**src/rtl/mem_host_if.sv**
```systemverilog
// Host-side request/response front end for an SRAM macro controller: single-beat reads/writes plus BIST sequencing.
// Optional feature: define MEM_HOST_IF_RSP_PARITY_EN to add RSP_PAR (odd parity of captured read data).
module mem_host_if #(
    parameter int unsigned RD_LAT   = 2,
    parameter logic [19:0] BIST_LEN = 20'd262144
) (
    input  logic        CLK,
    input  logic        RSTN,
    input  logic        REQ_VALID,
    output logic        REQ_READY,
    input  logic        REQ_WR,
    input  logic [15:0] REQ_ADDR,
    input  logic [7:0]  REQ_WDATA,
    output logic        RSP_VALID,
    input  logic        RSP_READY,
    output logic [7:0]  RSP_RDATA,
    input  logic        BIST_START,
    input  logic [2:0]  BIST_MODE_IN,
    output logic        BIST_DONE,
    output logic        BIST_RESULT,
    output logic [15:0] ADDR,
    output logic        CE,
    output logic        CSB,
    output logic        WEB,
    output logic        OEB,
    output logic [7:0]  IDATA,
    output logic        BIST_EN,
    output logic [2:0]  BIST_MODE,
    input  logic [7:0]  ODATA,
    input  logic        BIST_PASS
`ifdef MEM_HOST_IF_RSP_PARITY_EN
    ,
    output logic        RSP_PAR
`endif
);

    localparam int unsigned AW = 16;
    localparam int unsigned DW = 8;
    localparam int unsigned CW = 20;
    localparam int unsigned MW = 3;

    localparam logic [CW-1:0] RWAIT_LAST = (RD_LAT > 1) ? CW'(RD_LAT - 2) : '0;
    localparam logic [CW-1:0] BIST_LAST  = BIST_LEN - CW'(1);

    typedef enum logic [2:0] {
        ST_IDLE,
        ST_ACCESS,
        ST_RWAIT,
        ST_RESP,
        ST_BIST
    } state_e;

    state_e          state_q, state_d;
    logic [CW-1:0]   cnt_q, cnt_d;
    logic            wr_q, wr_d;
    logic [AW-1:0]   addr_q, addr_d;
    logic [DW-1:0]   wdata_q, wdata_d;
    logic [MW-1:0]   mode_q, mode_d;
    logic [DW-1:0]   rdata_q, rdata_d;
    logic            result_q, result_d;
    logic            done_q, done_d;
    logic            rdy_q, rdy_d;
    logic            rsp_valid_q, rsp_valid_d;
    logic [AW-1:0]   pin_addr_q, pin_addr_d;
    logic            ce_q, ce_d;
    logic            csb_q, csb_d;
    logic            web_q, web_d;
    logic            oeb_q, oeb_d;
    logic [DW-1:0]   idata_q, idata_d;
    logic            bist_en_q, bist_en_d;
    logic [MW-1:0]   bist_mode_q, bist_mode_d;
    logic            capture;
`ifdef MEM_HOST_IF_RSP_PARITY_EN
    logic            par_q, par_d;
`endif

    // Next-state, request latching and registered pin/handshake values
    always_comb begin
        state_d     = state_q;
        cnt_d       = cnt_q;
        wr_d        = wr_q;
        addr_d      = addr_q;
        wdata_d     = wdata_q;
        mode_d      = mode_q;
        rdata_d     = rdata_q;
        result_d    = result_q;
        done_d      = 1'b0;
        capture     = 1'b0;

        case (state_q)
            ST_IDLE: begin
                if (BIST_START) begin
                    mode_d  = BIST_MODE_IN;
                    cnt_d   = '0;
                    state_d = ST_BIST;
                end else if (REQ_VALID) begin
                    wr_d    = REQ_WR;
                    addr_d  = REQ_ADDR;
                    wdata_d = REQ_WDATA;
                    state_d = ST_ACCESS;
                end
            end
            ST_ACCESS: begin
                if (wr_q) begin
                    state_d = ST_IDLE;
                end else if (RD_LAT <= 1) begin
                    capture = 1'b1;
                    state_d = ST_RESP;
                end else begin
                    cnt_d   = '0;
                    state_d = ST_RWAIT;
                end
            end
            ST_RWAIT: begin
                if (cnt_q == RWAIT_LAST) begin
                    capture = 1'b1;
                    cnt_d   = '0;
                    state_d = ST_RESP;
                end else begin
                    cnt_d = cnt_q + CW'(1);
                end
            end
            ST_RESP: begin
                if (RSP_READY) state_d = ST_IDLE;
            end
            ST_BIST: begin
                if (cnt_q == BIST_LAST) begin
                    result_d = BIST_PASS;
                    done_d   = 1'b1;
                    cnt_d    = '0;
                    state_d  = ST_IDLE;
                end else begin
                    cnt_d = cnt_q + CW'(1);
                end
            end
            default: state_d = ST_IDLE;
        endcase

        if (capture) rdata_d = ODATA;

        pin_addr_d  = '0;
        ce_d        = 1'b0;
        csb_d       = 1'b1;
        web_d       = 1'b1;
        oeb_d       = 1'b1;
        idata_d     = '0;
        bist_en_d   = 1'b0;
        bist_mode_d = '0;
        // Pins are a function of the state being entered so they line up with it
        case (state_d)
            ST_ACCESS: begin
                ce_d       = 1'b1;
                csb_d      = 1'b0;
                pin_addr_d = addr_d;
                idata_d    = wr_d ? wdata_d : '0;
                web_d      = ~wr_d;
                oeb_d      = wr_d;
            end
            ST_RWAIT: begin
                csb_d      = 1'b0;
                oeb_d      = 1'b0;
                pin_addr_d = addr_d;
            end
            ST_BIST: begin
                bist_en_d   = 1'b1;
                bist_mode_d = mode_d;
            end
            default: ;
        endcase

        rdy_d       = (state_d == ST_IDLE);
        rsp_valid_d = (state_d == ST_RESP);
`ifdef MEM_HOST_IF_RSP_PARITY_EN
        par_d = capture ? ~(^ODATA) : par_q;
`endif
    end

    always_ff @(posedge CLK or negedge RSTN) begin
        if (!RSTN) begin
            state_q     <= ST_IDLE;
            cnt_q       <= '0;
            wr_q        <= 1'b0;
            addr_q      <= '0;
            wdata_q     <= '0;
            mode_q      <= '0;
            rdata_q     <= '0;
            result_q    <= 1'b0;
            done_q      <= 1'b0;
            rdy_q       <= 1'b0;
            rsp_valid_q <= 1'b0;
            pin_addr_q  <= '0;
            ce_q        <= 1'b0;
            csb_q       <= 1'b1;
            web_q       <= 1'b1;
            oeb_q       <= 1'b1;
            idata_q     <= '0;
            bist_en_q   <= 1'b0;
            bist_mode_q <= '0;
`ifdef MEM_HOST_IF_RSP_PARITY_EN
            par_q       <= 1'b0;
`endif
        end else begin
            state_q     <= state_d;
            cnt_q       <= cnt_d;
            wr_q        <= wr_d;
            addr_q      <= addr_d;
            wdata_q     <= wdata_d;
            mode_q      <= mode_d;
            rdata_q     <= rdata_d;
            result_q    <= result_d;
            done_q      <= done_d;
            rdy_q       <= rdy_d;
            rsp_valid_q <= rsp_valid_d;
            pin_addr_q  <= pin_addr_d;
            ce_q        <= ce_d;
            csb_q       <= csb_d;
            web_q       <= web_d;
            oeb_q       <= oeb_d;
            idata_q     <= idata_d;
            bist_en_q   <= bist_en_d;
            bist_mode_q <= bist_mode_d;
`ifdef MEM_HOST_IF_RSP_PARITY_EN
            par_q       <= par_d;
`endif
        end
    end

    // A same-cycle BIST_START must veto the handshake, so ready is masked after the flop
    assign REQ_READY   = rdy_q & ~BIST_START;
    assign RSP_VALID   = rsp_valid_q;
    assign RSP_RDATA   = rdata_q;
    assign BIST_DONE   = done_q;
    assign BIST_RESULT = result_q;
    assign ADDR        = pin_addr_q;
    assign CE          = ce_q;
    assign CSB         = csb_q;
    assign WEB         = web_q;
    assign OEB         = oeb_q;
    assign IDATA       = idata_q;
    assign BIST_EN     = bist_en_q;
    assign BIST_MODE   = bist_mode_q;
`ifdef MEM_HOST_IF_RSP_PARITY_EN
    assign RSP_PAR     = par_q;
`endif

endmodule

```
**config.mk**
```make
export PLATFORM = sky130hd
export DESIGN_NAME = mem_host_if
export DESIGN_NICKNAME = d
export VERILOG_FILES = /design/src/rtl/mem_host_if.sv
export SDC_FILE = /design/constraint.sdc
export NUM_CORES = 1
export LEC_CHECK = 0
export ABC_CLOCK_PERIOD_IN_PS = 2750
export BUFFER_PORTS_ARGS = -buffer_cell sky130_fd_sc_hd__buf_2
export CORE_ASPECT_RATIO = 1.5
export CORE_MARGIN = 5
export CORE_UTILIZATION = 53
export CTS_BUF_LIST = sky130_fd_sc_hd__clkbuf_16
export CTS_CLUSTER_DIAMETER = 40
export DETAILED_ROUTE_END_ITERATION = 7
export PLACE_DENSITY = 0.79
export SLEW_MARGIN = 20
export SYNTH_ARGS = -nofsm -noshare
export SYNTH_HDL_FRONTEND = slang
export SYNTH_SLANG_ARGS = --single-unit
```
**constraint.sdc**
```tcl
create_clock -name CLK -period 2.75 [get_ports CLK]
set_clock_uncertainty 0.1 [all_clocks]
set_input_delay 0.275 -clock CLK [delete_from_list [all_inputs] [get_ports CLK]]
set_output_delay 0.275 -clock CLK [all_outputs]
set_load 0.05 [all_outputs]
```
==> results of run 1 <==
stage by stage:
step	instance area, um2	hold WS, ps	instances	total power, mW	utilization
floorplan	3720	-121	354	3.22	-
global placement	4210	237	506	3.59	0.615
detailed placement	4210	244	506	3.64	0.615
CTS	4510	45.6	523	4.82	0.659
global route	4510	65.0	523	5.10	0.659
finish	4510	52.9	523	4.79	0.659
cell families (layout without fill, tap and decap cells):
family	count (synthesis)	after routing	share of synthesized area
AO/OA/AOI/OAI	58	58	0.103
flip-flops	87	87	0.586
multiplexers	13	13	0.0403
adder cells (fa/ha/maj)	2	2	0.00672
XOR/XNOR	3	3	0.00706
AND/OR/NAND/NOR	165	165	0.223
buffers and inverters	26	117	0.0343
registers in the layout, indices dropped and copies added, names as in the netlist:
name and flops:
WEB 1, mode_q 3, CSB 1, BIST_DONE 1
OEB 1, cnt_q 20, BIST_EN 1, ADDR 16
RSP_RDATA 8, BIST_MODE 3, rdy_q 1, addr_q 16
BIST_RESULT 1, IDATA 8, wr_q 1, RSP_VALID 1
CE 1, state_q 3
metal layers:
metal | global-route usage | wire length [um] | vias up
li1 | - | - | 1392
met1 | 0.227 | 2920 | 1370
met2 | 0.342 | 4290 | 63
met3 | 0.0482 | 448 | 17
met4 | 0.0863 | 165 | 0
met5 | 0 | 0 | -
power groups by stage:
stage	logic (mW)	registers, mW	clock network (mW)
after floorplan	0.985	2.24	0
after global placement	1.65	1.94	0
after detailed placement	1.69	1.96	0
after CTS	1.70	1.94	1.18
after global routing	1.86	2.00	1.24
final	1.69	1.94	1.16
how the worst min path moves through the flow:
stage                      start         end  depth (start not counted)
global placement            RSTN   cnt_q[14]                          1
detailed placement          RSTN   cnt_q[11]                          1
finish              REQ_ADDR[13]  addr_q[13]                          3
global route        REQ_ADDR[10]  addr_q[10]                          3
CTS                 REQ_ADDR[15]  addr_q[15]                          3
floorplan                   RSTN     ADDR[0]                          0
worst reg2reg max path, stage by stage (launching register included):
cell     delay [ps]
dfrtp_1         410
inv_1           110
ha_1            150
nor4b_1         200
nand2_1         170
nor4b_4         540
mux2_2          410
layout make-up:
cell class	count	area (um2)
Tap cell	78	97.6
Fill cell	541	2340
Clock inverter	7	65.1
Multi-Input combinational cell	241	1420
Timing Repair Buffer	92	495
Sequential cell	87	2180
Clock buffer	9	225
Inverter	9	33.8
cells in the final DEF (no fill, tap or decap), types with 3 or more instances in the layout:
cell       count
nor2_1        13
buf_4          6
mux2_2        11
nand2_1       89
a21oi_1       18
inv_1          9
o22ai_1        7
nand3_1       10
and4_1         7
dfstp_2        3
o31a_1         4
nor2b_1        4
nor3_1         3
o21ai_0        9
buf_2         84
clkbuf_16      9
nor4_1         4
and3_1        10
o211ai_1       7
dfrtp_1       84
and2_1         8
==> flow_summary_export.csv, run 1 <==
group,metric,value,unit
clocking,ctsResizeCount,0,
yosys,synth.area.top_cells,"dfrtp_1 (56%), nand2_1 (9.0%), mux2_2 (3.3%)",
worst_setup_path,timing.rr.start,"cnt_q[0]",
detailed_routing,drt-wirelength-per-cell,15.0,um
global_routing,grt_pass1_wl,13.9,mm
sta,tightest_slew,632,ps
place,dp_slack,546,ps
clocking,numCtsBuffers,9,
worst_setup_path,cpLargestDelayFamily,"simple AND/OR/NAND/NOR gates",
clocking,worstSkewPairLatency,330,ps
pwr,power_frac_clock,0.242,
floorplanning,die_w,78.4,um
clocking,cts.path.max_buffers,2,
pwr,p_comb_frac,0.352,
worst_setup_path,cp_num_buf_inv,1,
sta,fin_ws,557,ps
floorplanning,start_util,0.543,
final_layout,diodes,0,
place,dp_hpwl,5.71,mm
yosys,yosysMostFrequentCell,"nand2_1",
final_layout,final_layout_size_suffix_gt1_frac,0.294,
worst_setup_path,crit_path_end_kind,"flop",
yosys,syn_area,0.00372,mm2
hold_path,hold_class,"input pin to flop",
yosys,async_reset_ff_frac,1.00,
floorplanning,core_area,0.00685,mm2
worst_setup_path,worst_path_max_delay_cell,"nor4b_4",
pwr,power_frac_seq,0.405,
yosys,synth_edf_count,0,
pwr,ir_drop,0.644,mV
detailed_routing,ant_nets,0,
global_routing,antenna_found_initial,0,
global_routing,grt_overflow,0,
clocking,cts_hold_buf,1,
worst_setup_path,cp_max_fo,8,
pwr,sw_frac_of_total,0.392,
floorplanning,design.die.area,0.00884,mm2
yosys,synth_common_cells,"nand2_1 (89), dfrtp_1 (84), a21oi_1 (18)",
detailed_routing,routed_via_density,5.43,
sta,tns,0,ps
place,port_buffers,85,
pwr,power_density,1060,mW/mm2
detailed_routing,drtIter0Drc,199,
pwr,p_int,2.91,mW
yosys,ys_types,53,
worst_setup_path,critPathRequiredTime,2860,ps
yosys,yosysTopAreaCellShare,0.565,
clocking,clk_pin_slew,60,ps
floorplanning,io_pins,86,
yosys,ys_seq_elements,87,
global_routing,grt_use_total,0.196,
sta,slew_headroom,0.578,
worst_setup_path,crit_path_end,"RSP_RDATA[5]",
sta,rsz0062_at_grt,"false",
pwr,leakagePower,2.35,nW
clocking,clock-root-buffer,"clkbuf_16",
sta,fmax,456,MHz
global_routing,first_global_vias,2950,
clocking,htree_levels,3,
final_layout,syn_to_final_growth,21.2,%
yosys,yosys_warnings,0,
sta,slew_violations,0,
flow_run,drv_cap,0,
sta,setup_violations,0,
pwr,p_switching,1.88,mW
worst_setup_path,crit_type,"flop to flop",
worst_setup_path,r2r_setup_slack,560,ps
yosys,ys_seq_area_frac,0.586,
worst_setup_path,path_depth,6,
yosys,synthFlopType,"dfrtp_1",
worst_setup_path,reg2reg_to,"RSP_RDATA[5]",
detailed_routing,drc,0,
yosys,syn_area_per_cell,10.5,um2
worst_setup_path,start_kind,"flop",
sta,hold_viol,0,
status,status,"finished clean",
worst_setup_path,ff2ff_path_depth,6,
worst_setup_path,crit_arrival,2310,ps
floorplanning,fp.dieH,113,um
yosys,synth_fp_nets,398,
sta,finalCriticalPeriod,2190,ps
place,place.gp.congestion,0.876,
detailed_routing,vias,2842,
clocking,tritoncts,"built",
floorplanning,rows,37,
worst_setup_path,path_cells,"inv_1 > ha_1 > nor4b_1 > nand2_1 > nor4b_4 > mux2_2",
worst_setup_path,max_stage_delay,530,ps
sta,fin_crit_sh,0.797,
worst_setup_path,cp-startpoint,"cnt_q[0]",
yosys,syn_inst,354,
clocking,post_cts_buffers,0,
detailed_routing,first_pass_iters,4,
clocking,cts.sinks,87,
detailed_routing,wirelength,7.83,mm
global_routing,grt_max_degree,52,
yosys,netlist.top_cell.by_area,"dfrtp_1",
final_layout,final_nets,484,
Power figures use the tool's default switching activity.
==> inputs of run 2 (changes only) <==
ABC_AREA = 1   (was default)
ABC_CLOCK_PERIOD_IN_PS = 1800   (was 2750)
CORE_UTILIZATION = 50   (was 53)
PLACE_DENSITY = 0.76   (was 0.79)
clock period = 1.8 ns   (was 2.75 ns; I/O delays follow)
==> run 2 against run 1 <==
Compared with the run above: the run now ends with negative hold slack left; count of clock-buffer cells in the layout stayed put; synthesized area increased by 19%; sequential share of layout area down 7.7 points; critical path type unchanged; largest cell class unchanged.
==> flow_summary_export.csv, run 2 <==
group,metric,value,unit
detailed_routing,vias,4016,
worst_setup_path,crit_arrival,1860,ps
final_layout,final_layout_size_suffix_gt1_frac,0.277,
yosys,yosysMostFrequentCell,"nand2_1",
pwr,p_int,4.80,mW
yosys,netlist.top_cell.by_area,"dfrtp_1",
global_routing,antenna_found_initial,0,
sta,fin_crit_sh,0.968,
yosys,synth_mux_area_frac,0,
status,status,"finished with violations",
floorplanning,start_util,0.506,
sta,slew_headroom,0.743,
yosys,yosys.area_share.adder,0.00567,
place,dp_cells,719,
global_routing,grt_pass1_wl,19.6,mm
pwr,power_frac_clock,0.216,
yosys,syn_area,0.00442,mm2
worst_setup_path,crit_path_end_kind,"flop",
detailed_routing,routed_via_density,5.16,
floorplanning,design.die.area,0.0108,mm2
global_routing,first_global_vias,4247,
sta,setup_violations,0,
final_layout,stdcell_area,0.00587,mm2
hold_path,hold_class,"input pin to flop",
final_layout,final_cells,778,
yosys,synth_edf_count,0,
floorplanning,core_area,0.00872,mm2
sta,hold_viol,1,
clocking,tritoncts,"built",
floorplanning,fp.dieH,125,um
sta,slew_violations,0,
pwr,p_comb_frac,0.415,
floorplanning,io_pins,86,
pwr,power_frac_seq,0.369,
worst_setup_path,worst_path_max_delay_cell,"dfrtp_1",
yosys,yosys.area_share.simple,0.250,
yosys,yosysTopAreaCellShare,0.521,
detailed_routing,drt-wirelength-per-cell,15.4,um
floorplanning,rows,42,
pwr,finalPower,8.40,mW
detailed_routing,first_pass_iters,6,
place,place.gp.congestion,0.924,
yosys,ys_types,33,
final_layout,diodes,0,
yosys,yosys.area_share.xor_xnor,0.00992,
yosys,synth_common_cells,"nand2_1 (113), dfrtp_1 (92), inv_1 (79)",
final_layout,syn_to_final_growth,32.8,%
worst_setup_path,cp_num_buf_inv,1,
detailed_routing,drtIter0Drc,262,
global_routing,grt_overflow,0,
clocking,worstSkewPairLatency,350,ps
global_routing,grt_max_degree,29,
final_layout,final_nets,707,
place,port_buffers,85,
yosys,synthFlopType,"dfrtp_1",
pwr,sw_frac_of_total,0.429,
final_layout,regMostFlops,"cnt_q",
status,violations,"negative hold slack",
worst_setup_path,start_kind,"flop",
yosys,syn_area_per_cell,8.62,um2
worst_setup_path,cpLargestDelayFamily,"simple AND/OR/NAND/NOR gates",
clocking,cts.sinks,95,
global_routing,grt_use_total,0.230,
clocking,htree_levels,3,
sta,whs,-15.0,ps
flow_run,drv_cap,0,
yosys,yosys_warnings,0,
pwr,power_density,1430,mW/mm2
yosys,ys_seq_elements,95,
yosys,synth.area.top_cells,"dfrtp_1 (52%), nand2_1 (9.6%), inv_1 (6.7%)",
final_layout,largest_reg_flops,20,
worst_setup_path,crit_type,"flop to flop",
clocking,clk_pin_slew,70,ps
final_layout,final_cell_mix,"nand2_1 (112), dfrtp_1 (92), buf_2 (84)",
sta,tightest_slew,384,ps
worst_setup_path,critPathRequiredTime,1920,ps
pwr,leakagePower,2.97,nW
clocking,numCtsBuffers,9,
yosys,synth_top_family_by_area,"simple AND/OR/NAND/NOR gates",
yosys,synth_fp_nets,556,
sta,finalCriticalPeriod,1740,ps
detailed_routing,ant_nets,0,
pwr,ir_drop,1.11,mV
worst_setup_path,cp_max_fo,5,
yosys,async_reset_ff_frac,1.00,
yosys,ys_seq_area_frac,0.539,
worst_setup_path,path_cells,"ha_2 > nand2_1 > nor2_2 > and2_4 > nand3_4 > nand2_4 > nand2_2 > inv_1 > nor2_1",
yosys,synth_compound_area_frac,0.102,
yosys,syn_inst,512,
floorplanning,die_w,86.7,um
worst_setup_path,max_stage_delay,400,ps
pwr,p_switching,3.61,mW
detailed_routing,wirelength,12.0,mm
clocking,clock-root-buffer,"clkbuf_16",
place,place_area,0.00511,mm2
detailed_routing,drc,0,
clocking,cts.path.max_buffers,2,
final_layout,final_common_cell,"nand2_1",
place,dp_hpwl,8.12,mm
sta,fmax,574,MHz
-- run 2: repair_timing --
item	CTS	global route
gates resized for setup	3	23
hold endpoints to repair	85	4
setup buffers	4	5
setup endpoints to repair	7	45
hold buffers	30	4
pin swaps	1	5
-- run 2: tightest hold or removal path, cell delays in order --
cell and delay [ps]:
buf_2 80, o21ai_1 80, inv_1 60
-- run 2: power groups by stage --
stage               sequential (mW)  combinational, mW  clock, mW
floorplan                      3.91               1.48          0
global placement               3.10               3.10          0
detailed placement             3.12               3.18          0
CTS                            3.09               3.29       1.86
global route                   3.16               3.81       1.95
finish                         3.10               3.49       1.82
-- run 2: cell families (layout without fill, tap and decap cells) --
family,Yosys count,count (layout)
xor+xnor,5,5
simple gates,238,238
compound gates,76,76
flops,95,95
buf+inv,96,252
fa+ha+maj,2,2
-- run 2: area by class of cell --
cell class                      instances  area, um2
Clock inverter                          7       57.6
Timing Repair Buffer                  155       1090
Fill cell                             713       2860
Inverter                               81        307
Clock buffer                            9        225
Sequential cell                        95       2380
Tap cell                              110        138
Multi-Input combinational cell        321       1670
-- run 2: stage by stage --
step	setup slack [ps]	util	TNS [ps]
2_1_floorplan	179	-	0
3_3_place_gp	58.1	0.586	0
3_5_place_dp	-16.0	0.586	-27.7
4_1_cts	26.5	0.658	0
5_1_grt	-45.3	0.672	-306
6_report	58.3	0.672	0
-- run 2: path summary, 6_finish.rpt --
kind | slack, ps | cells after the start | from | to
min in group asynchronous | 190 | 2 | RSTN | RSP_RDATA[2]
min reg2reg | 380 | 2 | wdata_q[7] | wdata_q[7]
min | -20 | 3 | REQ_WDATA[4] | wdata_q[4]
max in group asynchronous | 760 | 3 | RSTN | WEB
max | 60 | 9 | cnt_q[0] | BIST_MODE[0]
max reg2reg | 60 | 9 | cnt_q[0] | BIST_MODE[0]
-- run 2: routing by layer --
layer	track usage	share of wire
met5	0	0
met4	0.102	0.042
met3	0.0527	0.050
met2	0.414	0.54
met1	0.251	0.37
==> inputs of run 3 (changes only) <==
ABC_AREA = default   (was 1)
CORE_UTILIZATION = 48   (was 50)
PLACE_DENSITY = 0.75   (was 0.76)
REMOVE_ABC_BUFFERS = 1   (was default)
==> run 3 against run 2 <==
Compared with the run above: the run ends with negative setup slack left; critical path depth is 2 lower; combinational power rose by 7.7%; die area fell by 11%; clock power about the same; wire length down 14%; count of clock-buffer cells in the layout did not move; sequential share of layout area fell by 0.83 points; fmax shrank 17%; hold slack better by 60 ps; largest cell class unchanged; register-to-register slack worse by 350 ps; sequential power down 6.5%.
==> flow_summary_export.csv, run 3 (synthesized netlist as in run 1, its figures left out) <==
group,metric,value,unit
detailed_routing,routed_via_density,5.26,
sta,fmax,478,MHz
final_layout,largest_reg_flops,20,
place,port_buffers,85,
sta,fin_crit_sh,1.16,
clocking,numCtsBuffers,9,
clocking,tritoncts,"built",
final_layout,final_cells,631,
pwr,power_density,1540,mW/mm2
sta,finalCriticalPeriod,2090,ps
sta,tns,-11860,ps
floorplanning,io_pins,86,
worst_setup_path,cp_num_buf_inv,1,
final_layout,regMostFlops,"cnt_q",
place,place.gp.congestion,0.869,
global_routing,grt_overflow,0,
clocking,worstSkewPairLatency,340,ps
place,dp_slack,-245,ps
detailed_routing,drt-wirelength-per-cell,16.4,um
detailed_routing,ant_nets,0,
worst_setup_path,critPathRequiredTime,1930,ps
place,dp_hpwl,6.25,mm
sta,tightest_slew,453,ps
clocking,clk_pin_slew,60,ps
global_routing,antenna_found_initial,0,
sta,fin_ws,-291,ps
floorplanning,fp.dieH,118,um
worst_setup_path,start_kind,"flop",
detailed_routing,wirelength,10.3,mm
final_layout,diodes,0,
global_routing,first_global_vias,3546,
worst_setup_path,max_stage_delay,410,ps
global_routing,grt_use_total,0.225,
sta,slew_headroom,0.698,
detailed_routing,maxUsedRoutingLayer,"met4",
clocking,clock-root-buffer,"clkbuf_16",
place,dp_cells,573,
worst_setup_path,path_cells,"inv_2 > ha_4 > nor4b_4 > nand2_1 > o31a_1 > or2_4 > mux2_4",
worst_setup_path,worst_path_max_delay_cell,"dfrtp_1",
hold_path,hold_class,"input pin to flop",
pwr,ir_drop,1.20,mV
sta,rsz0062_at_grt,"true",
final_layout,final_nets,568,
final_layout,final_common_cell,"nand2_1",
detailed_routing,drt-met1-wl,3.86,mm
final_layout,final_layout_size_suffix_gt1_frac,0.384,
worst_setup_path,crit_arrival,2220,ps
pwr,leakagePower,2.84,nW
worst_setup_path,cp_max_fo,4,
clocking,htree_levels,3,
global_routing,grt_pass1_wl,16.7,mm
detailed_routing,vias,3318,
final_layout,syn_to_final_growth,47.4,%
floorplanning,start_util,0.489,
floorplanning,design.die.area,0.00966,mm2
worst_setup_path,crit_path_end_kind,"flop",
floorplanning,core_area,0.00761,mm2
detailed_routing,drc,0,
pwr,finalPower,8.46,mW
clocking,cts.path.max_buffers,2,
final_layout,final_cell_mix,"nand2_1 (89), buf_2 (84), dfrtp_1 (82)",
flow_run,drv_cap,0,
global_routing,grt_max_degree,88,
detailed_routing,drtIter0Drc,207,
detailed_routing,wl_met2,5.53,mm
clocking,cts.sinks,87,
status,violations,"negative setup slack",
worst_setup_path,crit_type,"flop to flop",
status,status,"finished with violations",
worst_setup_path,cpLargestDelayFamily,"simple AND/OR/NAND/NOR gates",
detailed_routing,first_pass_iters,5,
floorplanning,die_w,81.9,um
final_layout,fillers,523,
sta,slew_violations,0,
sta,setup_violations,55,
sta,hold_viol,0,
detailed_routing,wl_met3,600,um
floorplanning,rows,39,
[run 3: routing by layer]
layer	global-route usage	vias to the layer above
li1	-	1559
met1	0.257	1619
met2	0.383	111
met3	0.0597	29
met4	0.102	0
met5	0	-
[run 3: area by class of cell]
| class | count | area [um2] | area share |
|---|---|---|---|
| clock buffer | 9 | 225 | 0.0410 |
| clock inverter | 7 | 63.8 | 0.0116 |
| inverter | 9 | 33.8 | 0.00615 |
| multi-input combinational | 241 | 1590 | 0.289 |
| sequential | 87 | 2180 | 0.398 |
| tap | 102 | 128 | 0.0232 |
| timing repair buffer | 176 | 1270 | 0.231 |
[run 3: stage by stage]
stage	area, um2	hold slack [ps]	util
after floorplan	3630	-216	-
after global placement	4590	155	0.603
after detailed placement	4590	150	0.603
after CTS	5360	34.8	0.704
after global routing	5490	80.6	0.721
final	5490	44.7	0.721
[run 3: what timing repair did]
action / CTS / global route
hold buffers: 37 / 0
pin swaps: 10 / 8
hold endpoints to repair: 129 / 0
cloned: 1 / 0
endpoints found under the setup margin: 54 / 55
resized for setup: 19 / 27
buffers inserted: 1 / 3
[run 3: where the power goes]
group | switching [mW] | internal, mW | total, mW
clock | 0.739 | 1.06 | 1.80
combinational | 2.24 | 1.52 | 3.76
sequential | 0.357 | 2.54 | 2.90
[run 3: final timing paths]
path | from | end | slack (ps) | cells after the start
worst max-delay path | cnt_q[0] | cnt_q[0] | -290 | 7
worst min-delay path | REQ_WR | WEB | 40 | 2
worst max register to register | cnt_q[0] | cnt_q[0] | -290 | 7
worst min register to register | addr_q[14] | addr_q[14] | 380 | 2
max in group asynchronous | RSTN | OEB | 910 | 3
min in group asynchronous | RSTN | RSP_RDATA[7] | 300 | 3
